--- config.mk ---
export PLATFORM = sky130hd
export DESIGN_NAME = uart_tx_arbiter
export DESIGN_NICKNAME = d
export VERILOG_FILES = /design/src/rtl/uart_pkg.sv /design/src/rtl/uart_rr_arb2.sv /design/src/rtl/uart_tx_arbiter.sv
export SDC_FILE = /design/constraint.sdc
export NUM_CORES = 1
export LEC_CHECK = 0
export CAP_MARGIN = 10
export CORE_MARGIN = 2
export CORE_UTILIZATION = 40
export CTS_CLUSTER_DIAMETER = 30
export DETAILED_ROUTE_END_ITERATION = 10
export DONT_BUFFER_PORTS = 1
export PLACE_DENSITY = 0.6
export SLEW_MARGIN = 20
export SYNTH_ARGS = -nofsm -noshare
export SYNTH_HDL_FRONTEND = slang
export SYNTH_SLANG_ARGS = --single-unit
--- constraint.sdc ---
create_clock -name Clk -period 2.3 [get_ports Clk]
set_clock_uncertainty 0.05 [all_clocks]
set_input_delay 0.345 -clock Clk [delete_from_list [all_inputs] [get_ports Clk]]
set_output_delay 0.345 -clock Clk [all_outputs]
set_load 0.05 [all_outputs]
--- src/rtl/uart_pkg.sv ---
// ============================================================
// Package : uart_pkg
// Purpose : shared FSM encoding and baud/timeout constants for the UART TX path
// Rev     : 1.0
// ============================================================
`default_nettype none

package uart_pkg;

  typedef enum logic [2:0] {
    ST_IDLE = 3'd0,
    ST_SEND = 3'd1,
    ST_WAIT = 3'd2,
    ST_GAP  = 3'd3,
    ST_FIN  = 3'd4
  } state_t;

  // Baud select codes understood by uart_tx_byte
  localparam logic [2:0] c_baud_9600   = 3'd0;
  localparam logic [2:0] c_baud_19200  = 3'd1;
  localparam logic [2:0] c_baud_38400  = 3'd2;
  localparam logic [2:0] c_baud_57600  = 3'd3;
  localparam logic [2:0] c_baud_115200 = 3'd4;

  // One byte at 9600 baud from a 50 MHz clock, with margin
  localparam int c_timeout_default = 60000;

endpackage

`default_nettype wire

--- src/rtl/uart_rr_arb2.sv ---
// ============================================================
// Module  : uart_rr_arb2
// Purpose : two-way round-robin pick; pointer moves away from the served side
// Rev     : 1.0
// ============================================================
`default_nettype none

module uart_rr_arb2 (
  input  logic       clk,
  input  logic       rst_n,
  input  logic [1:0] i_valid,
  input  logic       i_update,
  input  logic       i_served,
  output logic       o_pick,
  output logic       o_pick_valid
);

  logic r_ptr;

  always_ff @(posedge clk) begin
    if (!rst_n) begin
      r_ptr <= 1'b0;
    end else if (i_update) begin
      r_ptr <= ~i_served;
    end
  end

  // Pointer only breaks ties; a lone requester always wins
  always_comb begin
    o_pick_valid = |i_valid;
    o_pick       = r_ptr;
    if (i_valid == 2'b01) begin
      o_pick = 1'b0;
    end else if (i_valid == 2'b10) begin
      o_pick = 1'b1;
    end
  end

endmodule

`default_nettype wire

--- src/rtl/uart_tx_arbiter.sv ---
// ============================================================
// Module  : uart_tx_arbiter
// Purpose : grants one uart_tx_byte to two requesters, one packet at a time
// Rev     : 1.0
// ============================================================
`default_nettype none

module uart_tx_arbiter
  import uart_pkg::*;
#(
  parameter int         LEN_W          = 4,
  parameter int         GAP_CYCLES     = 2,
  parameter int         TIMEOUT_CYCLES = c_timeout_default,
  parameter logic [2:0] BAUD_SEL       = c_baud_9600
) (
  input  logic             Clk,
  input  logic             Rst_n,
  input  logic             Req0,
  input  logic             Req1,
  input  logic [LEN_W-1:0] Len0,
  input  logic [LEN_W-1:0] Len1,
  input  logic [7:0]       Data0,
  input  logic [7:0]       Data1,
  output logic             Rd0,
  output logic             Rd1,
  output logic             Grant0,
  output logic             Grant1,
  output logic             Done0,
  output logic             Done1,
  output logic             Err0,
  output logic             Err1,
  output logic             Tx_en,
  output logic [7:0]       Tx_data,
  output logic [2:0]       Tx_baud_sel,
  input  logic             Tx_done
);

  localparam int c_TMR_W = $clog2(TIMEOUT_CYCLES + 1);
  localparam int c_GAP_W = $clog2(GAP_CYCLES + 2);
  localparam logic [c_TMR_W-1:0] c_tmr_last = c_TMR_W'(TIMEOUT_CYCLES - 1);
  localparam logic [c_GAP_W-1:0] c_gap_last =
    (GAP_CYCLES > 0) ? c_GAP_W'(GAP_CYCLES - 1) : '0;

  state_t             r_state;
  state_t             w_next;
  logic               r_idx;
  logic [LEN_W-1:0]   r_len;
  logic [LEN_W-1:0]   r_cnt;
  logic [c_TMR_W-1:0] r_tmr;
  logic [c_GAP_W-1:0] r_gap;
  logic               r_err;
  logic [7:0]         r_tx_data;

  logic [1:0] w_valid;
  logic       w_pick;
  logic       w_pick_valid;
  logic       w_fin;
  logic       w_send;
  logic       w_active;
  logic       w_timeout;
  logic [7:0] w_data_sel;

  assign w_valid    = {Req1 & (Len1 != '0), Req0 & (Len0 != '0)};
  assign w_fin      = (r_state == ST_FIN);
  assign w_send     = (r_state == ST_SEND);
  assign w_active   = (r_state != ST_IDLE);
  assign w_data_sel = r_idx ? Data1 : Data0;
  assign w_timeout  = ~Tx_done & (r_tmr == c_tmr_last);

  uart_rr_arb2 u_arb (
    .clk         (Clk),
    .rst_n       (Rst_n),
    .i_valid     (w_valid),
    .i_update    (w_fin),
    .i_served    (r_idx),
    .o_pick      (w_pick),
    .o_pick_valid(w_pick_valid)
  );

  always_ff @(posedge Clk) begin
    if (!Rst_n) begin
      r_state <= ST_IDLE;
    end else begin
      r_state <= w_next;
    end
  end

  // A Tx_done arriving on the timeout clock takes the done path
  always_comb begin
    w_next = r_state;
    case (r_state)
      ST_IDLE: if (w_pick_valid) w_next = ST_SEND;
      ST_SEND: w_next = ST_WAIT;
      ST_WAIT: begin
        if (Tx_done) begin
          if (r_cnt == r_len)       w_next = ST_FIN;
          else if (GAP_CYCLES == 0) w_next = ST_SEND;
          else                      w_next = ST_GAP;
        end else if (w_timeout) begin
          w_next = ST_FIN;
        end
      end
      ST_GAP:  if (r_gap == c_gap_last) w_next = ST_SEND;
      ST_FIN:  w_next = ST_IDLE;
      default: w_next = ST_IDLE;
    endcase
  end

  always_ff @(posedge Clk) begin
    if (!Rst_n) begin
      r_idx     <= 1'b0;
      r_len     <= '0;
      r_cnt     <= '0;
      r_tmr     <= '0;
      r_gap     <= '0;
      r_err     <= 1'b0;
      r_tx_data <= '0;
    end else begin
      case (r_state)
        ST_IDLE: begin
          if (w_pick_valid) begin
            r_idx <= w_pick;
            r_len <= w_pick ? Len1 : Len0;
            r_cnt <= '0;
          end
        end
        ST_SEND: begin
          r_cnt     <= r_cnt + 1'b1;
          r_tmr     <= '0;
          r_err     <= 1'b0;
          r_tx_data <= w_data_sel;
        end
        ST_WAIT: begin
          r_tmr <= r_tmr + 1'b1;
          r_gap <= '0;
          r_err <= w_timeout;
        end
        ST_GAP:  r_gap <= r_gap + 1'b1;
        default: ;
      endcase
    end
  end

  // Tx_data follows the requester during SEND so it is valid alongside Tx_en
  assign Tx_en       = w_send;
  assign Tx_data     = w_send ? w_data_sel : r_tx_data;
  assign Tx_baud_sel = BAUD_SEL;
  assign Rd0         = w_send & ~r_idx;
  assign Rd1         = w_send & r_idx;
  assign Grant0      = w_active & ~r_idx;
  assign Grant1      = w_active & r_idx;
  assign Done0       = w_fin & ~r_err & ~r_idx;
  assign Done1       = w_fin & ~r_err & r_idx;
  assign Err0        = w_fin & r_err & ~r_idx;
  assign Err1        = w_fin & r_err & r_idx;

endmodule

`default_nettype wire

### Yosys cells after proc, flatten, opt, wreduce, memory -nomap -nowiden

Index checks and enable logic that the tools add are counted.

| storage, ports and cells | value |
|---|---|
| bits in registers | 40 |
| bits in latches | 0 |
| bits in writable memories | 0 |
| bits in read-only memories | 0 |
| input bits | 29 |
| output and inout bits | 20 |
| word-level logic and storage cells | 67 |
| memories | 0 |

| cells by class | value |
|---|---|
| $add $sub $neg | 3 |
| $mul | 0 |
| div/mod/pow operators | 0 |
| magnitude comparators | 0 |
| equal/unequal tests | 12 |
| shift-type cells | 0 |
| muxes and demuxes | 16 |
| bitwise gates (word level) | 16 |
| reduce and logical (&&, ||, !) cells | 11 |

Operator list:

| operator | number |
|---|---|
| 16-bit one-hot mux with 2 select lines | 1 |
| 16-bit by 1-bit adder with 16-bit output, second input constant | 1 |
| 16-bit equality test, second input constant | 1 |
| 8-bit two-way mux | 2 |
| 3-bit two-way mux | 5 |
| 1-bit bitwise AND | 13 |
| 3-bit one-hot mux with 4 select lines | 1 |
| 4-bit two-way mux | 2 |
| 4-bit one-hot mux with 2 select lines | 1 |
| 4-bit nonzero test | 2 |
| 3-bit by 2-bit equality test with 1-bit output, second input constant | 2 |
| 2-bit nonzero test | 3 |
| 4-bit by 1-bit adder with 4-bit output, second input constant | 1 |
| 2-bit by 1-bit equality test with 1-bit output, second input constant | 2 |
| 4-bit equality test | 1 |
| 2-bit one-hot mux with 2 select lines | 1 |
| 2-bit AND reduction | 2 |
| 3-bit by 1-bit equality test with 1-bit output, second input constant | 1 |
| 3-bit equality test, second input constant | 1 |
| 3-bit logical NOT | 1 |
| 3-bit != test, second input constant | 1 |
| 1-bit NOT | 3 |
| 3-bit AND reduction | 1 |
| 3-bit nonzero test | 1 |
| other kinds (7) | 8 |

### Longest topological paths before layout

| logic depth | value |
|---|---|
| depth after elaboration | 6 |
| depth in mapped cells | 7 |
| depth with buffers taken out | 5 |

### Cells and area by module

Synthesis repeated with hierarchy kept, for this count alone.

| unflattened totals | value |
|---|---|
| cell total of the unflattened synthesis | 247 |
| area total of the unflattened synthesis | 2169.6 um^2 |

By module, submodules not included:

| module | instances | cells each | area an instance (um^2) | seq. area each (um^2) |
|---|---|---|---|---|
| uart_tx_arbiter | 1 | 241 | 2114.5 | 780.7 |
| uart_rr_arb2 | 1 | 6 | 55.1 | 20.0 |

### Worst setup path after synthesis

OpenSTA, ideal clock, no wires.

| timing path | value |
|---|---|
| kind | register to output |
| start | register r_state[0] |
| end | output port Tx_data[2] |
| data arrival time | 2.366 ns |
| required time | 1.905 ns |
| setup slack | -0.461 ns |
| stages on the path, launching flop included | 6 |
| buffers on the path | 3 |
| cells stage by stage | dfxtp_1 > buf_6 > or3b_2 > clkbuf_1 > clkbuf_1 > o21ai_0 |

| on the way | value |
|---|---|
| word-level cells in the longest chain between the ends | 2 |

Ends and longest elaborated chain:

| what | line | source |
|---|---|---|
| start, declared | uart_tx_arbiter.sv:44 | `state_t r_state;` |
| start signal, assigned | uart_tx_arbiter.sv:84 | `r_state <= w_next;` |
| 3-bit by 1-bit equality test with 1-bit output | uart_tx_arbiter.sv:65 | `assign w_send = (r_state == ST_SEND);` |
| 8-bit two-way mux | -- |  |
| end, declared | uart_tx_arbiter.sv:33 | `output logic [7:0] Tx_data,` |

No other way between the ends.

### Worst setup path after layout

| timing path | value |
|---|---|
| start | register r_state[2] |
| end | output port Tx_data[5] |

Same word-level chain as after synthesis.

==> metrics.txt <==
outcome finished, final reports clean; critical path class flip-flop to primary output; Placed Cells 345; Starting DRT DRC Count 63; Synth top cells by count 40 x dfxtp_1, 25 x nand2_1, 21 x nor2_1, 20 x nor3_1, 16 x a21oi_1; worst skew pair latency 0.29 ns; fraction of layout cells with a size suffix above 1 16.6%; Tot Pwr 1.83 mW; crit path DAT 1.76 ns; largest net degree at the start of global routing 24; Max Slew Vio Count 0; worst endpoint required time 1.90 ns; crit path launch type flip-flop; top-count cell post-synth dfxtp_1; Initial Util 42.0%; Leak 0.895 nW; Chip Width 77.7 um; Worst path slowest cell or3b_4; Post-DRT Antenna Nets 0; DR pass1 iterations 4; number of synthesized register bits 40; post-synthesis sequential area ratio 36.8%; die area 6040 um2; Cell variety after synth 50; top cell type's share of synthesized area 36.8%; CTS tree yes; crit path buf inv count 2; Root Buffer clkbuf_8; slew margin rel. 48.4%; Layout area overhead 15.3%; Post-Syn Instances 266; Mapped Avg Cell Area 8.17 um2; Tightest Pin Transition 0.773 ns; worst-path cell chain or3b_4, buf_4, o21ai_2, buf_12; post-CTS setup buffers 0; WL/cell 13.5 um; Cell Pwr Density 732 nW/um2; Synth Flop Type dfxtp_1; CTS H-tree lvls 2; Fin. Hold Viols 0; nets 314; I/O pin cnt 49; Max FO, Critical Path 15; final std cells w/o fill 353; Clock Path Buffers 2; Post-synth EDFFs 0; number of CTS-inserted buffers 5; RSZ-0062 raised after global routing false; FFs w/ async S/R, synth 0%; total track usage 17.2%; final global-route overflow total 0; Reg clk slew, reported paths 0.07 ns; core area 5170 um2; post-synth top area cell dfxtp_1; slowest cell delay on critical path 0.50 ns; netlist area before placement 2170 um2; Placement Rows 26; Ant. Diodes 0; final wirelength 4770 um; Max Clock Freq 464 MHz; crit end category primary output; drc violations 0; first-pass GRT wire length 8280 um; DP HPWL 3510 um; family with the most delay on the worst path simple AND/OR/NAND/NOR gates; die height 77.7 um; Placer Congestion 0.819; synth warn 0; Via-to-Cell Ratio 5.44; # Max-Cap Violations 0; via count 1920; total clock sinks 40; vias in the first global route 1857; top cells by area, synth dfxtp_1 37%, mux2i_1 4.6%, nor3_1 4.6%; Final period util 93.6%; Hold WC Path Type primary input to flip-flop; Tmin final 2.15 ns; Max VDD drop 0.424 mV; initial antenna violation count 0; port buffer count 0; setup violators final 0
-- worst paths after layout --
check / startpoint / slack, ns / endpoint / cells after the start
hold reg to reg: r_tmr[15] / 0.44 / r_tmr[15] / 2
hold / removal: Rst_n / 0.12 / r_cnt[0] / 1
setup / recovery: r_state[2] / 0.15 / Tx_data[5] / 4
setup reg to reg: r_state[1] / 0.24 / r_tmr[13] / 4
-- metrics by stage --
| stage | hold WS (ns) | TNS [ns] | util [%] | area [um2] | setup slack, ns |
|---|---|---|---|---|---|
| 5_1_grt | 0.114 | 0 | 48.4 | 2500 | 0.0378 |
| 3_5_place_dp | 0.425 | 0 | 46.6 | 2410 | 0.284 |
| 6_report | 0.119 | 0 | 48.4 | 2500 | 0.147 |
| 2_1_floorplan | 0.400 | -1.49 | - | 2200 | -0.270 |
| 4_1_cts | 0.117 | 0 | 48.4 | 2500 | 0.125 |
| 3_3_place_gp | 0.417 | 0 | 46.6 | 2410 | 0.315 |
-- metal layers --
layer | wire [um] | vias up | track usage, %
met4 | 62 | 0 | 5.89
met3 | 263 | 5 | 5.35
li1 | - | 995 | -
met2 | 2150 | 38 | 27.2
met5 | 0 | - | 0
met1 | 2290 | 882 | 22.0
-- sequential cells by signal (all words and copies together) (netlist names) --
signal / cells
r_cnt: 4
r_err: 1
r_gap: 2
r_idx: 1
r_len: 4
r_state: 3
r_tmr: 16
r_tx_data: 8
u_arb.r_ptr: 1
-- worst reg2reg max path: cells and delay by family, from the launching register on --
kind / cells / cell delay (ns)
AOI/OAI and AO/OA: 1 / 0.15
DFF: 1 / 0.45
and+or+nand+nor: 3 / 1.34
-- cells by family after synthesis --
family / after synthesis / share of synthesized area (%)
flops: 40 / 36.8
buf+inv: 24 / 5.12
other cells: 1 / 0.173
simple gates: 125 / 31.3
fa+ha+maj: 3 / 1.73
xor+xnor: 5 / 2.01
mux: 16 / 7.71
compound gates: 52 / 15.1
-- layout by cell type (no fill, tap or decap), types with 6 or more instances in the layout --
cell type	instances
dfxtp_1	40
nand2_1	25
buf_4	23
nor2_1	21
nor3_1	20
a21oi_1	16
mux2i_1	10
nand3_1	10
and2_1	9
o21ai_0	7
inv_1	6
nand4_1	6
mux2_2	6
clkbuf_8	6
-- report_power, final --
| group | switching [mW] | total [mW] | internal, mW | leakage (nW) |
|---|---|---|---|---|
| clock | 0.238 | 0.483 | 0.245 | 0.0455 |
| sequential | 0.0433 | 0.782 | 0.738 | 0.325 |
| combinational | 0.366 | 0.570 | 0.204 | 0.525 |
-- repair_timing --
item,4_1_cts,5_1_grt
gates resized for setup,1,0
hold buffers,0,0
endpoints found under the setup margin,6,0
-- layout make-up --
cell class,instances,area (um2)
flip-flops and latches,40,801
clock buffers,8,90.1
inverters,6,22.5
repair buffers,25,213
well taps,70,87.6
multi-input cells,204,1290
fillers,518,2670
Power figures use the tool's default switching activity.
